## config.mk

```make
export PLATFORM = sky130hd
export DESIGN_NAME = serial_adder_ctrl
export DESIGN_NICKNAME = d
export VERILOG_FILES = /design/src/rtl/serial_adder_pkg.sv /design/src/rtl/serial_adder_ctrl_fa_bit.sv /design/src/rtl/serial_adder_ctrl.sv
export SDC_FILE = /design/constraint.sdc
export NUM_CORES = 1
export LEC_CHECK = 0
export ABC_CLOCK_PERIOD_IN_PS = 1740
export CAP_MARGIN = 25
export CELL_PAD_IN_SITES_DETAIL_PLACEMENT = 1
export CELL_PAD_IN_SITES_GLOBAL_PLACEMENT = 1
export CORE_MARGIN = 8
export CORE_UTILIZATION = 41
export DETAILED_ROUTE_END_ITERATION = 10
export HOLD_SLACK_MARGIN = 0.1
export MAX_ROUTING_LAYER = met4
export PLACE_DENSITY = 0.87
export SLEW_MARGIN = 5
export SYNTH_ARGS = -nofsm -noshare
export SYNTH_HDL_FRONTEND = slang
export SYNTH_SLANG_ARGS = --single-unit
```

## constraint.sdc

```tcl
create_clock -name clk -period 1.74 [get_ports clk]
set_input_delay 0.174 -clock clk [delete_from_list [all_inputs] [get_ports clk]]
set_output_delay 0.174 -clock clk [all_outputs]
set_load 0.02 [all_outputs]
```

## src/rtl/serial_adder_pkg.sv

```systemverilog
// Shared types and defaults for the bit-serial adder controller.
package serial_adder_pkg;
  localparam int DEFAULT_WIDTH = 8;

  typedef enum logic [1:0] {IDLE, RUN, DONE} state_t;
endpackage

```

## src/rtl/serial_adder_ctrl_fa_bit.sv

```systemverilog
// Combinational 1-bit full adder: the single cell the controller time-shares.
module fa_bit (
  input  logic x,
  input  logic y,
  input  logic ci,
  output logic s,
  output logic c
);
  assign s = x ^ y ^ ci;
  assign c = (x & y) | (ci & (x ^ y));
endmodule

```

## src/rtl/serial_adder_ctrl.sv

```systemverilog
// Bit-serial WIDTH-bit adder: one full-adder cell, LSB first, one bit per clock.
// Define SERIAL_ADDER_SUB_EN to add a 'sub' port (a - b via ~b and carry-in 1).
module serial_adder_ctrl
  import serial_adder_pkg::*;
#(
  parameter int WIDTH = DEFAULT_WIDTH
) (
  input  logic             clk,
  input  logic             rst,
  input  logic             start,
  output logic             in_ready,
  input  logic [WIDTH-1:0] a,
  input  logic [WIDTH-1:0] b,
  input  logic             cin,
`ifdef SERIAL_ADDER_SUB_EN
  input  logic             sub,
`endif
  output logic             busy,
  output logic             done,
  output logic [WIDTH-1:0] sum,
  output logic             cout
);
  localparam int CW = $clog2(WIDTH);

  state_t           state, state_nxt;
  logic [CW-1:0]    cnt;
  logic [WIDTH-1:0] a_sr, b_sr;
  logic [WIDTH-2:0] acc;
  logic [WIDTH-1:0] acc_nx;
  logic             carry;
  logic             s, c;
  logic             last;
  logic [WIDTH-1:0] b_ld;
  logic             c_ld;

`ifdef SERIAL_ADDER_SUB_EN
  assign b_ld = sub ? ~b : b;
  assign c_ld = sub | cin;
`else
  assign b_ld = b;
  assign c_ld = cin;
`endif

  fa_bit u_fa (
    .x (a_sr[0]),
    .y (b_sr[0]),
    .ci(carry),
    .s (s),
    .c (c)
  );

  // acc keeps only the upper WIDTH-1 partial bits; the final bit completes the word.
  assign acc_nx = {s, acc};
  assign last   = (cnt == CW'(WIDTH-1));

  always_ff @(posedge clk or posedge rst) begin
    if (rst) state <= IDLE;
    else     state <= state_nxt;
  end

  always_comb begin
    state_nxt = state;
    case (state)
      IDLE:    if (start) state_nxt = RUN;
      RUN:     if (last)  state_nxt = DONE;
      DONE:    state_nxt = IDLE;
      default: state_nxt = IDLE;
    endcase
  end

  assign in_ready = (state == IDLE);
  assign busy     = (state == RUN) || (state == DONE);
  assign done     = (state == DONE);

  always_ff @(posedge clk or posedge rst) begin
    if (rst) begin
      a_sr  <= '0;
      b_sr  <= '0;
      acc   <= '0;
      carry <= 1'b0;
      cnt   <= '0;
      sum   <= '0;
      cout  <= 1'b0;
    end else begin
      case (state)
        IDLE: if (start) begin
          a_sr  <= a;
          b_sr  <= b_ld;
          carry <= c_ld;
          cnt   <= '0;
          acc   <= '0;
        end
        RUN: begin
          carry <= c;
          acc   <= acc_nx[WIDTH-1:1];
          a_sr  <= a_sr >> 1;
          b_sr  <= b_sr >> 1;
          cnt   <= cnt + 1'b1;
          if (last) begin
            sum  <= acc_nx;
            cout <= c;
          end
        end
        default: ;
      endcase
    end
  end
endmodule

```

# Word level (Yosys, flattened, before mapping)
# Index checks and enable logic that the tools add are counted.
# classes
addsub,1
n_eq_ne,5
mux,13
bitwise_logic,5
reduce_logical,6
# ops
operator,n
$pmux 8 s2,2
$mux 8,2
$pmux 7 s2,1
$mux 7,1
$pmux 3 s2,1
$reduce_and 2->1,3
$mux 2,2
$ne 2x2->1 const B,2
$pmux 2 s2,1
$add 3x1->3 const B,1
$eq 3x3->1 const B,1
$mux 3,1
$and 1x1->1,2
$eq 2x1->1 const B,1
$eq 2x2->1 const B,1
$logic_not 2->1,1
$pmux 1 s2,1
$reduce_bool 2->1,1
$xor 1x1->1,2
$logic_or 1x1->1,1
$mux 1,1
$or 1x1->1,1
# totals
reg_bits,38
input_bits,20
output_inout_bits,12
word_cells,38

# Depth between registers and ports, before layout
# logic_depth
word_depth,4
ltp_mapped,7
ltp_nobuf,5

# Cells and area by module
# Synthesis repeated with hierarchy kept, for this count alone.
# hier_totals
hier_cells,154
hier_area_um2,1848.0
# by_module_without_submodules
mod,n_inst,cells_per_inst,area_per_inst_um2,seq_area_each_um2
serial_adder_ctrl,1,153,1828.0,950.9
fa_bit,1,1,20.0,0.0

# Worst setup path after synthesis
# OpenSTA, ideal clock, no wires.
# synth_path
kind,register to register
from,reg state[0]
to,reg a_sr[1]
setup_time_ns,0.123
arrival_time_ns,1.487
t_required_ns,1.617
slack_ns,0.131
path_stages_with_launch,7
n_path_buf,1
period_less_slack_ns,1.609
cell_sequence,dfrtp_1 -> inv_1 -> ha_1 -> nand2_2 -> buf_6 -> or3_1 -> o221a_2
# synth_via
elab_chain_cells,3
word_cells_on_any_way,6
classes_between,2 x eq/ne; 1 x mux; 3 x reduce/logical
# synth_lines
element,line_no,source
start: declaration,serial_adder_ctrl.sv:25,"state_t state, state_nxt;"
start signal: assignment,serial_adder_ctrl.sv:58,else state <= state_nxt;
$logic_not 2->1 (*),n/a,
via in_ready,serial_adder_ctrl.sv:11,"output logic in_ready,"
$ne 2x2->1 (no source line) / $reduce_bool 2->1 (equally long branches),n/a,
$reduce_and 2->1 (no source line),n/a,
end signal: assignment,serial_adder_ctrl.sv:96,a_sr <= a_sr >> 1;
end: declaration,serial_adder_ctrl.sv:27,"logic [WIDTH-1:0] a_sr, b_sr;"
# The timed path passes the listed nets; every way through them passes the cells marked *.
# A chain may end at the register's enable or synchronous reset.

# Worst setup path in the final report
# layout_path
from,reg state[1]
to,out in_ready
# layout_via
elab_chain_cells,1
# layout_lines
element,line_no,source
$logic_not 2->1,serial_adder_ctrl.sv:71,assign in_ready = (state == IDLE);
end: declaration,serial_adder_ctrl.sv:11,
# No other way between the ends.

==> impl_metrics.toml <==
[final_layout]
synthToLayoutAreaGrowth_pct = 26.8
n_fill_cell = 420
multi_input_area_um2 = 709
fin_area_um2 = 2220
seqCellArea_um2 = 951
diodes = 0
final_core_util_pct = 54.7
nets = 200
layout-drive-gt1-share_pct = 25.9

[clock_tree]
cts_setup_buffers = 0
clk_pin_slew_ns = 0.07
cts_made_buffers = 5
cts_tree = "yes"
clk-insertion-delay-late_ns = 0.29
clock-sinks = 38
clockRootBuffer = "clkbuf_8"
htree_levels = 2
clock_tree.buffer_depth = 2
hold_buffers = 0

[floorplan]
die_height_um = 81.3
initial_core_util_pct = 43.1
die_x_um = 81.3
rows = 23
core_um2 = 4060
io_pins = 32
die_area_um2 = 6620

[logic_synthesis]
yosysUniqueCellTypes = 30
synth_edf_count = 0
yosys_warnings = 0
synth-async-reset-ratio_pct = 100
synth_ff_type = "dfrtp_1"
synth_nets = 160
ys_seq_area_share_pct = 54.3
synth-seq-cells = 38
syn_inst = 134
avgSynthCellArea_um2 = 13.1
synth.cell_area_um2 = 1750

[drt]
drc_errors = 0
dr.pass1.iters = 4
num_vias = 1269
wire_per_inst_um = 20.0
viasPerCell = 5.67
drtAntennaViolNets = 0
drt_iter0_markers = 56
routed_wl_um = 4470

[worst_hold_path]
holdCritPathClass = "in2async"

[worst_setup_path]
slowest_delay_ns = 0.41
cp.required_ns = 1.57
crit_type = "reg2out"
crit_arrival_ns = 1.44
critPathBufInv = 2
cp_cell_sequence = "inv_1 > ha_2 > dlygate4sd2_1"
critPathCaptureType = "primary output"
critPathMaxFanout = 9
crit_family = "buffers and inverters"
setup.worst_path.start_class = "register"
cp_slowest_cell = "dfrtp_1"

[sta]
finalSetupViolCount = 0
fmax_ghz = 0.620
rsz0062_at_grt = "false"
maxSlewHeadroom_pct = 66.5
hold_viol = 0
period_share_pct = 92.7
drv_slew = 0
tightest_slew_ns = 0.503
fin_skew_ns = 0.00199
fin_crit_ns = 1.61

[global_routing]
antenna_found_initial = 0
grt.overflow.total = 0
grt_busiest_layer = "met2"
groute.layer.met3.usage_pct = 4.75
grt_pass1_vias = 1447
grtUsageTotal_pct = 15.2
grt_use_met2_pct = 25.0
use_met1_pct = 17.8
grt_max_degree = 39
grt_pass1_wl_um = 7410

[pwr]
power.density_nw_per_um2 = 1730
power.leakage_uw = 0.000990
ir_drop_mv = 0.861

[placement]
finalWeightedCongestion = 0.839
dp_hpwl_um = 3430
io_buffers = 31
placed_area_um2 = 2130

[run]
cap_viol_max_count = 0

[outcome]
outcome = "complete, no violations"
[power breakdown]
part | leakage, µW | internal [µW] | switching (µW)
registers | 0.000471 | 1230 | 262
logic | 0.000476 | 883 | 888
clock network | 0.0000438 | 269 | 303
total | 0.000990 | 2380 | 1450
[metrics by stage]
step	setup TNS, ns	power, µW	std cells	worst slack (ns)	hold slack (ns)
after detailed placement	-0.00271	3280	217	-0.00271	0.489
after global routing	0	4080	224	0.0406	0.348
after floorplan	0	2670	134	0.131	0.307
after CTS	0	3850	224	0.00989	0.323
final	0	3840	224	0.126	0.310
after global placement	0	3100	217	0.0910	0.486
[cell families (layout without fill, tap and decap cells)]
| kind of cell | count (synthesis) | in the layout | synth area share, % |
|---|---|---|---|
| mux | 10 | 10 | 6.36 |
| simple gates | 29 | 29 | 10.0 |
| flops | 38 | 38 | 54.3 |
| compound gates | 37 | 37 | 18.8 |
| fa+ha+maj | 6 | 6 | 4.72 |
| buf+inv | 14 | 54 | 5.79 |
[tightest hold or removal path, delay by kind of cell]
family / cells / cell delay (ns)
buffers and inverters: 3 / 0.87
[final cells by class]
cell class              count  share of cell area (%)
repair buffers             40                    17.0
multi-input cells          82                    32.0
flip-flops and latches     38                    42.8
clock inverters             2                   0.451
clock buffers               5                    3.10
inverters                   7                    1.80
well taps                  50                    2.82
[worst paths after layout]
path	from	to	slack (ns)	cells after the start
worst max-delay path	state[1]	in_ready	0.13	3
worst min-delay path	rst	sum[6]	0.31	3
worst max register to register	state[1]	a_sr[4]	0.13	5
worst min register to register	acc[0]	acc[0]	0.50	1
max in group asynchronous	rst	state[0]	1.08	3
min in group clk	acc[0]	acc[0]	0.50	1
[state kept, by name, summed over array words and instances, names as in the netlist]
name,cells
acc,7
a_sr,8
carry,1
cnt,3
b_sr,8
state,2
sum,8
cout,1
[synthesized netlist by cell type (4+ instances only)]
| cell type | count | area (µm²) |
|---|---|---|
| ha_1 | 5 | 62.6 |
| a22o_1 | 11 | 96.3 |
| or3_1 | 11 | 68.8 |
| a21oi_1 | 4 | 20.0 |
| mux2_2 | 9 | 101 |
| nor2_1 | 5 | 18.8 |
| inv_1 | 6 | 22.5 |
| o221a_2 | 10 | 113 |
| dfrtp_1 | 38 | 951 |
[cell usage in the layout (no fill, tap or decap), types with 3 or more instances in the layout]
| cell type | netlist | final |
|---|---|---|
| a22o_1 | 11 | 11 |
| clkdlybuf4s50_1 | 0 | 28 |
| or3_1 | 11 | 11 |
| inv_1 | 6 | 6 |
| ha_1 | 5 | 4 |
| dfrtp_1 | 38 | 38 |
| o221a_2 | 10 | 10 |
| o22a_1 | 3 | 3 |
| o21ai_0 | 3 | 3 |
| mux2_2 | 9 | 9 |
| a21oi_1 | 4 | 4 |
| buf_4 | 3 | 9 |
| nor2_1 | 5 | 5 |
| nand2_2 | 3 | 3 |
| clkbuf_8 | 0 | 5 |
[routing by layer]
metal / vias to the layer above / part of all wire, %
met3: 4 / 5.5
met5: - / 0
met1: 646 / 43
met4: 0 / 0.81
li1: 584 / -
met2: 35 / 50
[timing repair]
| item | in CTS | in global routing |
|---|---|---|
| hold endpoints to repair | 0 | 0 |
| pin swaps | 0 | 0 |
| setup endpoints to repair | 7 | 13 |
| gates resized for setup | 3 | 3 |
(Power assumes the default switching activity.)
